File: config.mk
export PLATFORM = sky130hd
export DESIGN_NAME = crop_ctrl
export DESIGN_NICKNAME = d
export VERILOG_FILES = /design/src/rtl/crop_pkg.sv /design/src/rtl/crop_pos_counter.sv /design/src/rtl/crop_ctrl.sv
export SDC_FILE = /design/constraint.sdc
export NUM_CORES = 1
export LEC_CHECK = 0
export CAP_MARGIN = 20
export CORE_MARGIN = 2
export CORE_UTILIZATION = 35
export CTS_CLUSTER_SIZE = 20
export DETAILED_ROUTE_END_ITERATION = 7
export HOLD_SLACK_MARGIN = 0.05
export PLACE_DENSITY = 0.6
export SETUP_SLACK_MARGIN = 0.3
export SLEW_MARGIN = 30
export SYNTH_ARGS = -nofsm -noshare
export SYNTH_HDL_FRONTEND = slang
export SYNTH_SLANG_ARGS = --single-unit
export TNS_END_PERCENT = 50
File: constraint.sdc
create_clock -name clk -period 3.63 [get_ports clk]
set_clock_uncertainty 0.1 [all_clocks]
set_input_delay 1.089 -clock clk [delete_from_list [all_inputs] [get_ports clk]]
set_output_delay 1.089 -clock clk [all_outputs]
set_load 0.03 [all_outputs]
File: src/rtl/crop_pkg.sv
`default_nettype none
// ============================================================================
//  Module      : crop_pkg
//  Description : Shared types and helpers for the crop controller and the
//                crop datapath: width functions, controller state encoding
//                and the crop-window validity check.
//  Revision    : 1.0  initial release
// ============================================================================
package crop_pkg;

    // Controller sequencing states
    typedef enum logic [1:0] {
        IDLE     = 2'd0,
        RUN      = 2'd1,
        STOPPING = 2'd2
    } state_t;

    // Row coordinate width; one extra bit so IN_ROWS itself is representable
    function automatic int row_w(input int in_rows);
        return $clog2(in_rows) + 1;
    endfunction

    // Column coordinate width; one extra bit so IN_COLS itself is representable
    function automatic int col_w(input int in_cols);
        return $clog2(in_cols) + 1;
    endfunction

    // A window is legal when non-empty and fully inside the image.
    // Arithmetic is 32-bit so the bound sums cannot overflow.
    function automatic logic cfg_ok(input int y1, input int x1,
                                    input int rows, input int cols,
                                    input int in_rows, input int in_cols);
        return (rows >= 1) && (cols >= 1) &&
               (y1 + rows <= in_rows) && (x1 + cols <= in_cols);
    endfunction

endpackage
`default_nettype wire

File: src/rtl/crop_pos_counter.sv
`default_nettype none
// ============================================================================
//  Module      : crop_pos_counter
//  Description : Raster x/y position counter. Advances on en, x wraps at
//                COLS-1 and carries into y, y wraps at ROWS-1. last flags the
//                final pixel of the frame.
//  Revision    : 1.0  initial release
// ============================================================================
module crop_pos_counter #(
    parameter int COLS  = 40,
    parameter int ROWS  = 40,
    parameter int COL_W = 7,
    parameter int ROW_W = 7
) (
    input  logic             clk,
    input  logic             reset,
    input  logic             en,
    output logic [COL_W-1:0] x,
    output logic [ROW_W-1:0] y,
    output logic             last
);

    logic x_end;
    logic y_end;

    assign x_end = (x == COL_W'(COLS - 1));
    assign y_end = (y == ROW_W'(ROWS - 1));
    assign last  = x_end & y_end;

    // Raster-order position update with row carry and frame wrap
    always_ff @(posedge clk or negedge reset) begin
        if (!reset) begin
            x <= '0;
            y <= '0;
        end else if (en) begin
            if (x_end) begin
                x <= '0;
                y <= y_end ? '0 : y + ROW_W'(1);
            end else begin
                x <= x + COL_W'(1);
            end
        end
    end

endmodule
`default_nettype wire

File: src/rtl/crop_ctrl.sv
`default_nettype none
// ============================================================================
//  Module      : crop_ctrl
//  Description : Run-time controller for the crop datapath. Validates window
//                configurations into a shadow register, promotes them at
//                frame boundaries, tracks pixel position and sequences
//                start/stop so frames are never cut short.
//  Revision    : 1.0  initial release
// ============================================================================
module crop_ctrl
    import crop_pkg::*;
#(
    parameter  int IN_ROWS  = 40,
    parameter  int IN_COLS  = 40,
    parameter  int DEF_Y1   = 10,
    parameter  int DEF_X1   = 10,
    parameter  int DEF_ROWS = 20,
    parameter  int DEF_COLS = 20,
    parameter  int FCNT_W   = 16,
    localparam int ROW_W    = row_w(IN_ROWS),
    localparam int COL_W    = col_w(IN_COLS)
) (
    input  logic              clk,
    input  logic              reset,
    input  logic              cfg_valid,
    output logic              cfg_ready,
    input  logic [ROW_W-1:0]  cfg_y1,
    input  logic [COL_W-1:0]  cfg_x1,
    input  logic [ROW_W-1:0]  cfg_rows,
    input  logic [COL_W-1:0]  cfg_cols,
    output logic              cfg_err,
    input  logic              start,
    input  logic              stop,
    input  logic              pix_fire,
    output logic              win_en,
    output logic [COL_W-1:0]  x_pos,
    output logic [ROW_W-1:0]  y_pos,
    output logic              pass,
    output logic [ROW_W-1:0]  win_y_lo,
    output logic [ROW_W-1:0]  win_y_hi,
    output logic [COL_W-1:0]  win_x_lo,
    output logic [COL_W-1:0]  win_x_hi,
    output logic              frame_done,
    output logic [FCNT_W-1:0] frame_cnt,
    output logic              busy
);

    localparam logic [ROW_W-1:0] DEF_Y_LO = ROW_W'(DEF_Y1);
    localparam logic [ROW_W-1:0] DEF_Y_HI = ROW_W'(DEF_Y1 + DEF_ROWS);
    localparam logic [COL_W-1:0] DEF_X_LO = COL_W'(DEF_X1);
    localparam logic [COL_W-1:0] DEF_X_HI = COL_W'(DEF_X1 + DEF_COLS);

    state_t state;
    state_t state_nxt;

    logic             fire;
    logic             last;
    logic             last_fire;
    logic             accept;
    logic             legal;
    logic             promote;
    logic             pending;
    logic [ROW_W-1:0] sh_y_lo;
    logic [ROW_W-1:0] sh_y_hi;
    logic [COL_W-1:0] sh_x_lo;
    logic [COL_W-1:0] sh_x_hi;

    // The datapath is enabled in every non-idle state; pixels only count then
    assign win_en    = (state != IDLE);
    assign busy      = (state != IDLE);
    assign fire      = pix_fire & win_en;
    assign last_fire = fire & last;

    // Shadow holds at most one configuration; accept only when it is free
    assign cfg_ready = ~pending;
    assign accept    = cfg_valid & cfg_ready;
    assign legal     = cfg_ok(int'(cfg_y1), int'(cfg_x1), int'(cfg_rows),
                              int'(cfg_cols), IN_ROWS, IN_COLS);

    // A pending window goes live immediately when idle, otherwise only as
    // the last pixel fires so the next frame starts with it at (0,0)
    assign promote = pending & ((state == IDLE) | last_fire);

    assign pass = (y_pos >= win_y_lo) && (y_pos < win_y_hi) &&
                  (x_pos >= win_x_lo) && (x_pos < win_x_hi);

    crop_pos_counter #(
        .COLS  (IN_COLS),
        .ROWS  (IN_ROWS),
        .COL_W (COL_W),
        .ROW_W (ROW_W)
    ) u_pos (
        .clk   (clk),
        .reset (reset),
        .en    (fire),
        .x     (x_pos),
        .y     (y_pos),
        .last  (last)
    );

    // Config intake: legal configs fill the shadow, illegal ones flag an error
    always_ff @(posedge clk or negedge reset) begin
        if (!reset) begin
            pending <= 1'b0;
            cfg_err <= 1'b0;
            sh_y_lo <= '0;
            sh_y_hi <= '0;
            sh_x_lo <= '0;
            sh_x_hi <= '0;
        end else begin
            cfg_err <= accept & ~legal;
            if (promote) begin
                pending <= 1'b0;
            end else if (accept && legal) begin
                pending <= 1'b1;
                sh_y_lo <= cfg_y1;
                sh_y_hi <= cfg_y1 + cfg_rows;
                sh_x_lo <= cfg_x1;
                sh_x_hi <= cfg_x1 + cfg_cols;
            end
        end
    end

    // Active window bounds, all four updated together on promotion
    always_ff @(posedge clk or negedge reset) begin
        if (!reset) begin
            win_y_lo <= DEF_Y_LO;
            win_y_hi <= DEF_Y_HI;
            win_x_lo <= DEF_X_LO;
            win_x_hi <= DEF_X_HI;
        end else if (promote) begin
            win_y_lo <= sh_y_lo;
            win_y_hi <= sh_y_hi;
            win_x_lo <= sh_x_lo;
            win_x_hi <= sh_x_hi;
        end
    end

    // Frame completion pulse and wrapping frame counter
    always_ff @(posedge clk or negedge reset) begin
        if (!reset) begin
            frame_done <= 1'b0;
            frame_cnt  <= '0;
        end else begin
            frame_done <= last_fire;
            if (last_fire) begin
                frame_cnt <= frame_cnt + FCNT_W'(1);
            end
        end
    end

    // State register
    always_ff @(posedge clk or negedge reset) begin
        if (!reset) begin
            state <= IDLE;
        end else begin
            state <= state_nxt;
        end
    end

    // Next-state: stop before any pixel of the frame is an immediate halt,
    // otherwise the frame is drained to its last pixel
    always_comb begin
        state_nxt = state;
        case (state)
            IDLE: begin
                if (start && !stop) begin
                    state_nxt = RUN;
                end
            end
            RUN: begin
                if (stop) begin
                    if ((x_pos == '0) && (y_pos == '0) && !fire) begin
                        state_nxt = IDLE;
                    end else begin
                        state_nxt = STOPPING;
                    end
                end
            end
            STOPPING: begin
                if (last_fire) begin
                    state_nxt = IDLE;
                end
            end
            default: state_nxt = IDLE;
        endcase
    end

endmodule
`default_nettype wire

After elaboration in Yosys (flattened, before gate mapping)
Index checks and enable logic that the tools add are counted.

Register bits: 91. Word-level logic and storage cells: 76. Output and inout bits: 64. Bits of input ports: 34.

Magnitude comparators: 8. Equal/unequal tests: 7. Bitwise logic cells: 10. Add/sub/neg operators: 7. Reductions and logical operators: 20. Muxes and demuxes: 9.

Operators by type and width (count): adder 16 x 1 -> 16 bit, second input constant (1); adder 7 x 7 -> 8 bit (2); less-or-equal comparator 8 x 6 -> 1 bit, second input constant (2); adder 7 x 1 -> 7 bit, second input constant (2); adder 7 bit (2); == test 7 x 6 -> 1 bit, second input constant (2); greater-or-equal comparator 7 x 1 -> 1 bit, second input constant (2); greater-or-equal comparator 7 bit (2); zero test 7 bit (2); < comparator 7 bit (2); 2-to-1 mux 7 bit (2); logical AND 1 bit (10); 2-to-1 mux 2 bit (4); bitwise AND 1 bit (6); one-hot mux 2 bit (3 select lines) (1); inequality test 2 bit, second input constant (2); AND reduction 2 bit (2); nonzero test 2 bit (2); inverter 1 bit (3); AND reduction 3 bit (1); == test 2 x 1 -> 1 bit, second input constant (1); == test 2 bit, second input constant (1); zero test 1 bit (2); zero test 2 bit (1); 3 further kinds (4).

Logic depth before layout (Yosys ltp)
Gate-level depths: netlist of run 1.

Depth in word-level cells: 7. Mapped depth: 11. Gate-level depth less buffers: 10.

Modules after synthesis
A second synthesis of run 1 with hierarchy kept.

Cells, all modules: 426. Area total of the unflattened synthesis: 4958.5 µm².

Modules (own cells, without submodules): crop_ctrl (area each 4275.4 µm², instances 1, cells an instance 363, sequential area each 1941.9 µm²); crop_pos_counter (area each 683.2 µm², instances 1, cells an instance 63, sequential area each 350.3 µm²).

Least setup slack after synthesis of run 1
No wires, ideal clock.

Path type: input to register. From: in cfg_x1[0]. To: reg sh_y_lo[2]. Data arrival time: 3389 ps. Path slack: 14 ps. Setup time: 127 ps. Required time: 3403 ps. Stages on the path: 11. Buffers on the path: 1. Cells stage by stage: ha_1 > inv_1 > fa_1 > nor3b_1 > a21o_1 > a221oi_1 > a21oi_1 > o221ai_2 > nor3_4 > buf_6 > mux2_1.

Word-level cells in the longest chain between the ends: 5.

Ends and longest elaborated chain: start: declaration (RTL line crop_ctrl.sv:28) `input logic [COL_W-1:0] cfg_x1,`; adder 7 x 7 -> 8 bit (RTL line crop_pkg.sv:34) `(y1 + rows <= in_rows) && (x1 + cols <= in_cols);`; less-or-equal comparator 8 x 6 -> 1 bit (RTL line crop_pkg.sv:34); logical AND 1 bit (RTL line crop_pkg.sv:34); logical AND 1 bit (RTL line crop_ctrl.sv:114) `end else if (accept && legal) begin`; AND reduction 2 bit (no line); end signal: assignment (RTL line crop_ctrl.sv:116) `sh_y_lo <= cfg_y1;`; end: declaration (RTL line crop_ctrl.sv:63) `logic [ROW_W-1:0] sh_y_lo;`.

Every way passes these cells. A chain may end at the register's enable or synchronous reset.

Worst setup path after layout of run 1
From: reg win_x_hi[1]. To: out pass.

Word-level cells in the longest chain between the ends: 2.

Ends and longest elaborated chain: start: declaration (RTL line crop_ctrl.sv:42) `output logic [COL_W-1:0] win_x_hi,`; start signal: assignment (RTL line crop_ctrl.sv:135) `win_x_hi <= sh_x_hi;`; < comparator 7 bit (RTL line crop_ctrl.sv:85) `(x_pos >= win_x_lo) && (x_pos < win_x_hi);`; logical AND 1 bit (RTL line crop_ctrl.sv:85); end: declaration (RTL line crop_ctrl.sv:38) `output logic pass,`.

Every way passes these cells.

==> flow_summary.json, run 1 <==
{
  "first_iter_violations": 178,
  "io_buffers": 97,
  "worstHoldPathType": "register to register",
  "post_route_design_area_mm2": 0.007288,
  "finalWirelength_um": 12350,
  "dp_hpwl_um": 9157,
  "synth.area.top_cells": "sky130_fd_sc_hd__dfrtp_1 40%, sky130_fd_sc_hd__ha_1 11%, sky130_fd_sc_hd__dfstp_2 6.4%, sky130_fd_sc_hd__o21ai_0 4.5%, sky130_fd_sc_hd__nand2_1 4.0%",
  "critical_path_required_ns": 2.44,
  "result_of_the_run": "complete, no violations",
  "timing.fmax_mhz": 293.7,
  "clock_buffers_created_by_tritoncts": 9,
  "hold_viol": 0,
  "worstSetupPathType": "register to primary output",
  "place_inst": 780,
  "finalSetupViolations": 0,
  "vias_in_the_first_global_route": 4163,
  "static-leakage-power_nw": 3.341,
  "layout-drive-gt1-share_pct": 27.97,
  "setup-tns-final_ns": 0,
  "coreArea_mm2": 0.01383,
  "p_per_area_mw_per_mm2": 613.9,
  "timing.critical_path.fanout_max": 2,
  "antenna_found_initial": 0,
  "area.growth.synth_to_final_pct": 48.14,
  "clock_insertion_delay_worst_skew_ns": 0.34,
  "globalplace.congestion": 0.8582,
  "grtUsageTotal_pct": 17.22,
  "firstDrtPassIters": 4,
  "cts_tree": "yes",
  "slew-limit-headroom_pct": 59.97,
  "finalWorstPathRequiredPeriod_ns": 3.404,
  "synth_edf_count": 0,
  "initial_core_util_pct": 35.58,
  "grt_pass1_wl_um": 20240,
  "numClockSinks": 91,
  "htree_levels": 3,
  "synth_common_cells": "79 x sky130_fd_sc_hd__dfrtp_1, 53 x sky130_fd_sc_hd__nand2_1, 45 x sky130_fd_sc_hd__ha_1, 44 x sky130_fd_sc_hd__o21ai_0, 43 x sky130_fd_sc_hd__inv_1",
  "synth_seq_area_share_pct": 46.59,
  "globalRouteOverflowTotal": 0,
  "post_drt_via_cell_ratio": 4.922,
  "max_slew_vio_count": 0,
  "avgRoutedWirePerCell_um": 15.06,
  "fp.dieW_um": 122.6,
  "netlist_instances": 471,
  "via_count": 4036,
  "root_buffer": "sky130_fd_sc_hd__clkbuf_16",
  "setup.worst_path.start_class": "register",
  "ant_diodes": 0,
  "num_io_pins": 98,
  "grt_start_max_net_pins": 47,
  "finalCoreUtilization_pct": 52.71,
  "worst-slew-pin-transition_ns": 0.6005,
  "placedInstanceArea_mm2": 0.006489,
  "synth.net_count": 552,
  "floorplan.die_area_mm2": 0.01502,
  "clk_pin_slew_ns": 0.07,
  "ys_seq_elements": 91,
  "std_cell_rows": 43,
  "setup_slack_ns": 0.2257,
  "grt_setup_unrepaired": "true",
  "layoutNonFillerInstCount": 820,
  "final_min_period_over_clock_period_pct": 93.78,
  "clk_path_buf_depth": 2,
  "worst_setup_path_end_kind": "primary output",
  "antenna_left": 0,
  "hold_buffers": 0,
  "ys.flop_type": "sky130_fd_sc_hd__dfrtp_1",
  "yosysUniqueCellTypes": 54,
  "number_of_drc_violations_after_detailed_routing": 0,
  "synth-async-reset-ratio_pct": 100.0,
  "ys_warn_count": 0,
  "pre_cts_slack_ns": -0.5024,
  "synth.largest_area_cell": "sky130_fd_sc_hd__dfrtp_1",
  "netlist_area_pre_place_mm2": 0.004920,
  "arrival_ns": 2.22,
  "cap_viol_max_count": 0,
  "max-vdd-ir-drop_mv": 0.2355,
  "yosysMostFrequentCell": "sky130_fd_sc_hd__dfrtp_1",
  "synthDominantCellAreaShare_pct": 40.18,
  "design.final.nets": 716,
  "chipHeight_um": 122.6,
  "synth.avg_cell_area_um2": 10.45
}
==> layer usage <==
metal	vias to the layer above	global-route usage [%]	share of wire, %
met2	89	30.17	49
met5	-	0	0
met1	1960	21.24	45
met3	17	3.857	4.5
li1	1970	-	-
met4	0	4.813	1.5
==> power by group <==
group | switching (mW) | internal, mW | total [mW]
clock | 0.420 | 0.499 | 0.918
combinational | 1.04 | 0.983 | 2.03
sequential | 0.218 | 1.31 | 1.53
==> stage by stage <==
step	hold WS, ns	total power [mW]
4_1_cts	0.3841	4.462
2_1_floorplan	0.3422	2.602
3_3_place_gp	0.3590	3.308
3_5_place_dp	0.3668	3.348
6_report	0.3836	4.474
5_1_grt	0.4094	4.770
==> cells in the final DEF (no fill, tap or decap), types with 15 or more instances in the layout <==
cell / instances
sky130_fd_sc_hd__clkdlybuf4s50_1: 73
sky130_fd_sc_hd__mux2_4: 21
sky130_fd_sc_hd__nor2_1: 21
sky130_fd_sc_hd__ha_1: 32
sky130_fd_sc_hd__buf_4: 57
sky130_fd_sc_hd__o21ai_0: 39
sky130_fd_sc_hd__nand2_1: 53
sky130_fd_sc_hd__inv_1: 34
sky130_fd_sc_hd__xnor2_1: 15
sky130_fd_sc_hd__dfrtp_1: 78
==> sequential cells by signal, indices dropped and copies added, names as in the netlist <==
register    cells
cfg_err         1
frame_cnt      16
frame_done      1
pending         1
sh_x_hi         7
sh_x_lo         7
sh_y_hi         7
sh_y_lo         7
state           2
u_pos.x         7
u_pos.y         7
win_x_hi        7
win_x_lo        7
win_y_hi        7
win_y_lo        7
==> timing repair <==
action	CTS	global route
pin swaps	36	25
buffers inserted	20	2
gates cloned	2	0
endpoints found under the setup margin	30	29
resized for setup	74	36
==> logic make-up (layout without fill, tap and decap cells) <==
family	Yosys count	in the layout	synth area share, %
simple gates	133	133	13.45
buf+inv	52	221	4.374
compound gates	89	89	11.32
xor+xnor	27	27	4.807
mux	32	32	7.197
fa+ha+maj	47	47	12.26
flops	91	91	46.59
==> final cells by class <==
class,count,area (µm²)
Clock buffer,10,239.0
Clock inverter,6,57.56
Fill cell,1211,6539
Inverter,43,161.4
Multi-Input combinational cell,328,2763
Sequential cell,91,2293
Tap cell,180,225.2
Timing Repair Buffer,162,1549
==> final timing paths <==
kind	slack, ns	endpoint	cells after the start	startpoint
hold / removal	0.38	win_y_hi[6]	2	sh_y_hi[6]
setup / recovery	0.23	pass	9	win_x_hi[1]
min in group asynchronous	0.65	frame_cnt[0]	1	reset
hold reg to reg	0.38	win_y_hi[6]	2	sh_y_hi[6]
max in group asynchronous	2.08	win_x_hi[4]	2	reset
setup reg to reg	1.19	win_y_hi[0]	5	u_pos.y[3]
==> worst max-delay path, stage by stage, from the launching register on <==
cell                        delay [ns]
sky130_fd_sc_hd__dfstp_2          0.53
sky130_fd_sc_hd__inv_1            0.06
sky130_fd_sc_hd__ha_1             0.26
sky130_fd_sc_hd__a21boi_0         0.12
sky130_fd_sc_hd__o21a_1           0.17
sky130_fd_sc_hd__o21ai_0          0.17
sky130_fd_sc_hd__nand2_1          0.09
sky130_fd_sc_hd__o2111ai_1        0.08
sky130_fd_sc_hd__and4_1           0.25
sky130_fd_sc_hd__buf_6            0.14
No activity file was read; power rests on OpenSTA's default activity.
==> inputs of run 2 (changes only) <==
--- a/config.mk
+++ b/config.mk
@@ -5,7 +5,6 @@
 export SDC_FILE = /design/constraint.sdc
 export NUM_CORES = 1
 export LEC_CHECK = 0
-export CAP_MARGIN = 20
 export CORE_MARGIN = 2
 export CORE_UTILIZATION = 35
 export CTS_CLUSTER_SIZE = 20
==> results of run 2 <==
Same layout as run 1: the final DEF is identical, and so are final timing and power.
